[src/rtl/fbank_pkg.sv]
// Shared types and constants for the function-bank code decoder.
// GOLDEN_CODE[m] is the 10-bit response of a healthy bank to minterm m = {w,x,y,z}.
package fbank_pkg;

    typedef enum logic [1:0] {
        IDLE = 2'd0,
        SCAN = 2'd1,
        DONE = 2'd2
    } state_t;

    localparam int N_FUNC = 10;
    localparam int N_IN   = 4;
    localparam int N_MIN  = 1 << N_IN;

    localparam logic [N_FUNC-1:0] GOLDEN_CODE [N_MIN] = '{
        10'h194, 10'h049, 10'h318, 10'h1BE,
        10'h1EE, 10'h335, 10'h133, 10'h3B6,
        10'h0E9, 10'h38D, 10'h205, 10'h0CF,
        10'h376, 10'h35B, 10'h0E3, 10'h266
    };

endpackage

[src/rtl/fbank_scan_ctr.sv]
// Settle down-counter plus minterm index counter for the decoder scan.
// sample_stb marks the cycle f_in is compared; last_stb marks the sample of index 15.
module fbank_scan_ctr
    import fbank_pkg::*;
#(
    parameter int SETTLE = 1
) (
    input  logic            clk,
    input  logic            rst,
    input  logic            start,
    input  logic            run,
    output logic [N_IN-1:0] idx,
    output logic            sample_stb,
    output logic            last_stb
);

    localparam logic [3:0] SETTLE_L = 4'(SETTLE);

    logic [3:0]      settle_q, settle_d;
    logic [N_IN-1:0] idx_q, idx_d;

    always_comb begin
        sample_stb = run && (settle_q == 4'd0);
        last_stb   = sample_stb && (idx_q == {N_IN{1'b1}});
        settle_d   = settle_q;
        idx_d      = idx_q;
        if (start) begin
            settle_d = SETTLE_L;
            idx_d    = '0;
        end else if (run) begin
            if (sample_stb) begin
                settle_d = SETTLE_L;
                // Hold at 15 on the final sample; the parent leaves SCAN there.
                if (!last_stb) begin
                    idx_d = idx_q + 1'b1;
                end
            end else begin
                settle_d = settle_q - 4'd1;
            end
        end else begin
            settle_d = 4'd0;
            idx_d    = '0;
        end
    end

    always_ff @(posedge clk or posedge rst) begin
        if (rst) begin
            settle_q <= 4'd0;
            idx_q    <= '0;
        end else begin
            settle_q <= settle_d;
            idx_q    <= idx_d;
        end
    end

    assign idx = idx_q;

endmodule

[src/rtl/fbank_code_decoder.sv]
// Inverts the function bank by driving every minterm and comparing the bank response.
// state | meaning: IDLE = ready for request; SCAN = probing minterms; DONE = response held
module fbank_code_decoder
    import fbank_pkg::*;
#(
    parameter int SETTLE     = 1,
    parameter int EARLY_EXIT = 0
) (
    input  logic              clk,
    input  logic              rst,
    input  logic              req_valid,
    output logic              req_ready,
    input  logic [N_FUNC-1:0] code_in,
    output logic              probe_valid,
    output logic              probe_w,
    output logic              probe_x,
    output logic              probe_y,
    output logic              probe_z,
    input  logic [N_FUNC-1:0] f_in,
    output logic              resp_valid,
    input  logic              resp_ready,
    output logic              resp_hit,
    output logic [N_IN-1:0]   resp_idx,
    output logic [4:0]        resp_count
);

    state_t            state_q, state_d;
    logic [N_FUNC-1:0] code_q, code_d;
    logic              hit_q, hit_d;
    logic [N_IN-1:0]   ridx_q, ridx_d;
    logic [4:0]        count_q, count_d;

    logic              start;
    logic              run;
    logic              match;
    logic [N_IN-1:0]   scan_idx;
    logic              sample_stb;
    logic              last_stb;

    assign run = (state_q == SCAN);

    fbank_scan_ctr #(.SETTLE(SETTLE)) u_ctr (
        .clk        (clk),
        .rst        (rst),
        .start      (start),
        .run        (run),
        .idx        (scan_idx),
        .sample_stb (sample_stb),
        .last_stb   (last_stb)
    );

    always_comb begin
        state_d = state_q;
        code_d  = code_q;
        hit_d   = hit_q;
        ridx_d  = ridx_q;
        count_d = count_q;
        start   = 1'b0;
        match   = 1'b0;
        case (state_q)
            IDLE: begin
                if (req_valid) begin
                    code_d  = code_in;
                    hit_d   = 1'b0;
                    ridx_d  = '0;
                    count_d = 5'd0;
                    start   = 1'b1;
                    state_d = SCAN;
                end
            end
            SCAN: begin
                if (sample_stb) begin
                    match = (f_in == code_q);
                    if (match) begin
                        count_d = count_q + 5'd1;
                        if (!hit_q) begin
                            hit_d  = 1'b1;
                            ridx_d = scan_idx;
                        end
                    end
                    if (last_stb || (match && (EARLY_EXIT != 0))) begin
                        state_d = DONE;
                    end
                end
            end
            DONE: begin
                if (resp_ready) begin
                    state_d = IDLE;
                end
            end
            default: state_d = IDLE;
        endcase
    end

    always_ff @(posedge clk or posedge rst) begin
        if (rst) begin
            state_q <= IDLE;
            code_q  <= '0;
            hit_q   <= 1'b0;
            ridx_q  <= '0;
            count_q <= 5'd0;
        end else begin
            state_q <= state_d;
            code_q  <= code_d;
            hit_q   <= hit_d;
            ridx_q  <= ridx_d;
            count_q <= count_d;
        end
    end

    // Probe bus is gated so it reads zero outside SCAN, including the first DONE cycle.
    assign req_ready   = (state_q == IDLE);
    assign probe_valid = run;
    assign probe_w     = run & scan_idx[3];
    assign probe_x     = run & scan_idx[2];
    assign probe_y     = run & scan_idx[1];
    assign probe_z     = run & scan_idx[0];
    assign resp_valid  = (state_q == DONE);
    assign resp_hit    = hit_q;
    assign resp_idx    = ridx_q;
    assign resp_count  = count_q;

endmodule

[config.mk]
export PLATFORM = sky130hd
export DESIGN_NAME = fbank_code_decoder
export DESIGN_NICKNAME = d
export VERILOG_FILES = /design/src/rtl/fbank_pkg.sv /design/src/rtl/fbank_scan_ctr.sv /design/src/rtl/fbank_code_decoder.sv
export SDC_FILE = /design/constraint.sdc
export NUM_CORES = 1
export LEC_CHECK = 0
export ABC_AREA = 1
export ABC_CLOCK_PERIOD_IN_PS = 3700
export CAP_MARGIN = 10
export CELL_PAD_IN_SITES_DETAIL_PLACEMENT = 2
export CELL_PAD_IN_SITES_GLOBAL_PLACEMENT = 2
export CORE_UTILIZATION = 30
export CTS_CLUSTER_SIZE = 16
export DETAILED_ROUTE_END_ITERATION = 8
export PLACE_DENSITY_LB_ADDON = 0.1
export SLEW_MARGIN = 25
export SYNTH_ARGS = -nofsm -noshare
export SYNTH_HDL_FRONTEND = slang
export SYNTH_HIERARCHICAL = 1
export SYNTH_SLANG_ARGS = --single-unit
[constraint.sdc]
create_clock -name clk -period 3.7 [get_ports clk]
set_clock_uncertainty 0.1 [all_clocks]
set_input_delay 0.555 -clock clk [delete_from_list [all_inputs] [get_ports clk]]
set_output_delay 0.555 -clock clk [all_outputs]
set_load 0.02 [all_outputs]
==> impl.org <==
** Route
- Using the TritonRoute via totals, the vias-per-cell ratio works out to 4.52.
- Once detail routing completed, the nets flagged for antenna violations numbered 0.
- Routed wire length per instance :: 13.8 um
- The first detailed-routing pass ran for 4 iterations.
- Drc violations :: 0
- Aggregate routed wire length :: 4320 um
- The final route contains 1414 vias.
- Number of DRC markers after the initial detailed-route iteration :: 24

** Timing
- The number of max-slew violations in the final report was 0.
- Max-slew headroom at the worst pin :: 39.3%
- Aggregate negative setup slack :: 0 ns
- Least-Margin Pin Slew :: 0.909 ns
- Timing would allow up to 401 MHz.
- The hold violation count in the final report came to 0.
- Setup violations remaining at the end of the flow were counted as 0.
- The worst path uses 67.5% of the clock period.
- Time the final worst path needs with I/O delays and setup :: 2.50 ns
- Setup repair after global routing left no endpoint under its margin.

** Finish
- Inserted Diodes :: 0
- Multi-input logic area :: 777 um2
- At the end of the flow the core is filled with cells to 42.0%.
- Fraction of final layout cells sized beyond drive strength 1 :: 13.6%
- From synthesis to final layout, the design area changed by 32.8%.
- Registers take 751 um2.
- Total Nets Final :: 270
- The filler cells instantiated in the layout total 597.

** Critical path
- STA puts the critical path data arrival time at 1.84 ns.
- Worst path required time :: 3.04 ns
- Worst stage delay on the critical path :: 0.66 ns
- The number of buffers and inverters on the critical path is 3.
- The worst setup path is captured at an output pin.
- Critical setup path kind :: register to output pin
- Worst Path Max Fanout :: 9
- Launching element type of the critical path :: register
- Critical-path cell list :: inv_1 -> nand2_2 -> inv_1 -> clkdlybuf4s50_1
- Worst setup slack for register-to-register paths :: 1.63 ns
- Delay-heaviest family, CP :: buffers and inverters
- Top cell by count, worst path :: inv_1
- The largest individual stage delay along the critical path comes from the cell clkdlybuf4s50_1.

** Clock tree
- Clock tree synthesis found a total of 30 sinks.
- Once the clock tree was built, the setup fixing pass inserted 0 buffers.
- The number of hold buffers added after CTS was 0.
- Post-CTS repair changed the size of 0 cells.
- Clock buffers created by TritonCTS :: 5
- The H-tree was split into 2 levels.
- At the later pin of the worst-skew pair, clock insertion delay measures 0.28 ns.
- Counting along the longest clock path gives a buffer depth of 2.
- CTS placed an instance of clkbuf_8 at the clock tree root.
- After clock tree synthesis, the clock-pin slew on the worst setup and hold paths is 0.06 ns.
- TritonCTS clock tree :: built

** Power
- VDD sags by at most 273 uV.
- Static Leakage :: 1.01 nW
- The clock network is responsible for 16.4% of the overall power.
- Final total power :: 0.00152 W
- For this design the ratio of total power to cell area is 698 nW/um2.
- Internal power contribution :: 0.000858 W
- For this design the total switching power over the nets is 0.000667 W.
- Power share of the combinational group :: 48.9%
- Part of the total power dissipated in sequential elements :: 34.8%
- Net switching is 43.7% of the power.

** Yosys
- In this run, synthesis produced a sequential element count of 30.
- Synthesis produced a netlist whose cell count is 198.
- The number of nets handed over by synthesis was 225.
- Flip-flop cell with the highest count after synthesis :: dfrtp_1
- The share of the Yosys chip area taken by registers is 45.6%.
- After synthesis, the netlist uses 30 different library cells.
- Per-instance average area after synthesis :: 8.32 um2
- The synthesized netlist occupies a cell area of 1650 um2.
- In the synthesized netlist the async set-or-reset flop fraction comes to 100%.
- Ys Warns :: 6
- Yosys mapped a number of flops with a built-in enable equal to 0.

** Die
- The core region is 5200 um2.
- 41 I/O pins were placed.
- The floorplan step set the die height to 76.1 um.
- The die covers 5790 um2.
- Horizontal die dimension :: 76.1 um
- Num rows :: 26
- Starting utilization of the core area :: 31.6%

** Global routing
- Vias in the first global route :: 1604
- Summed over all layers, the global routing overflow is 0.
- Maximum number of pins on one net before global-route repair :: 23
- Antenna violations before repair :: 0
- The first global-routing pass estimated 7500 um of wire.
- Total Routing Usage GR :: 16.5%

** Place
- Count of port buffers added during placement :: 40
- DP HPWL :: 3470 um
- Final weighted congestion of routability-driven global placement :: 0.719

** Run status
- The run finished with clean final reports.

** Worst hold path
- The worst hold path belongs to the class register to register.

** Job
- # Max-Cap Violations :: 0
==> through the flow <==
step	std cells	setup WS (ns)	area, um2	hold WS (ns)
floorplan	198	1.74	1650	0.271
global placement	306	1.53	2110	0.355
detailed placement	306	1.47	2110	0.354
CTS	313	1.18	2190	0.364
global route	313	1.08	2190	0.386
finish	313	1.20	2190	0.358
==> power by group through the flow <==
stage          Clock [W]  Sequential [W]  Combinational (W)
2_1_floorplan          0        0.000547           0.000520
3_3_place_gp           0        0.000527           0.000714
3_5_place_dp           0        0.000538           0.000756
4_1_cts         0.000260        0.000533           0.000762
5_1_grt         0.000275        0.000548           0.000838
6_report        0.000249        0.000530           0.000745
==> layout by cell type, fill, tap and decap left out, types with 3 or more instances in the layout <==
cell	instances
clkbuf_8	5
clkdlybuf4s50_1	40
dfrtp_1	30
ha_1	3
inv_1	23
nand2_1	60
nand2_2	10
nand3_1	7
nand4_1	4
nor2_1	18
o21ai_0	4
o21ai_2	7
xnor2_1	9
==> cells in the mapped netlist (2+ instances only) <==
master | count | area share (%)
nand2_2 | 10 | 3.8
nand3_1 | 7 | 2.1
a21oi_1 | 2 | 0.61
inv_2 | 2 | 0.46
inv_1 | 23 | 5.2
nor2_1 | 18 | 4.1
xnor2_1 | 9 | 4.8
o21ai_0 | 4 | 1.2
nand2_1 | 60 | 14
dfrtp_1 | 30 | 46
xor2_1 | 2 | 1.1
ha_1 | 3 | 2.3
nand4_1 | 4 | 1.5
o21ai_2 | 7 | 3.7
nand3_2 | 2 | 1.2
==> worst reg2reg max path, delay by kind of cell (launching register included) <==
family	cells	cell delay, ns
simple gates	4	0.58
compound gates	2	0.17
buf+inv	4	0.71
flops	1	0.40
==> path summary, 6_finish.rpt <==
check | startpoint | to | cells after the start
max in group asynchronous | rst | resp_idx[1]$_DFFE_PP0P_ | 2
max reg2reg | state_q[1]$_DFFE_PP0P_ | resp_count[2]$_DFFE_PP0P_ | 10
min | u_ctr/settle_q[0]$_DFF_PP0_ | u_ctr/settle_q[0]$_DFF_PP0_ | 1
max | state_q[1]$_DFFE_PP0P_ | probe_valid | 4
min reg2reg | u_ctr/settle_q[0]$_DFF_PP0_ | u_ctr/settle_q[0]$_DFF_PP0_ | 1
min in group asynchronous | rst | u_ctr/settle_q[2]$_DFF_PP0_ | 2
==> per-layer routing <==
| metal | wire, um | vias up | global-route usage (%) |
|---|---|---|---|
| li1 | - | 702 | - |
| met1 | 1940 | 669 | 19.6 |
| met2 | 2120 | 37 | 29.3 |
| met3 | 198 | 6 | 3.95 |
| met4 | 58 | 0 | 5.19 |
| met5 | 0 | - | 0 |
==> state kept, by name (all words and copies together), names as in the netlist <==
register and flops:
resp_count 5, state_q 2, resp_hit 1, resp_idx 4, code_q 10, u_ctr/idx 4, u_ctr/settle_q 4
==> logic make-up after synthesis <==
group | after synthesis | synth area share [%]
compound gates | 18 | 7.98
xor+xnor | 11 | 5.85
fa+ha+maj | 3 | 2.28
buf+inv | 27 | 7.22
flops | 30 | 45.6
simple gates | 109 | 31.1
==> cell type report <==
type | count | share of cell area [%]
Sequential cell | 30 | 34.3
Clock buffer | 7 | 3.49
Multi-Input combinational cell | 141 | 35.5
Inverter | 25 | 4.29
Tap cell | 70 | 4.01
Timing Repair Buffer | 40 | 18.3
No activity file was read; power rests on OpenSTA's default activity.
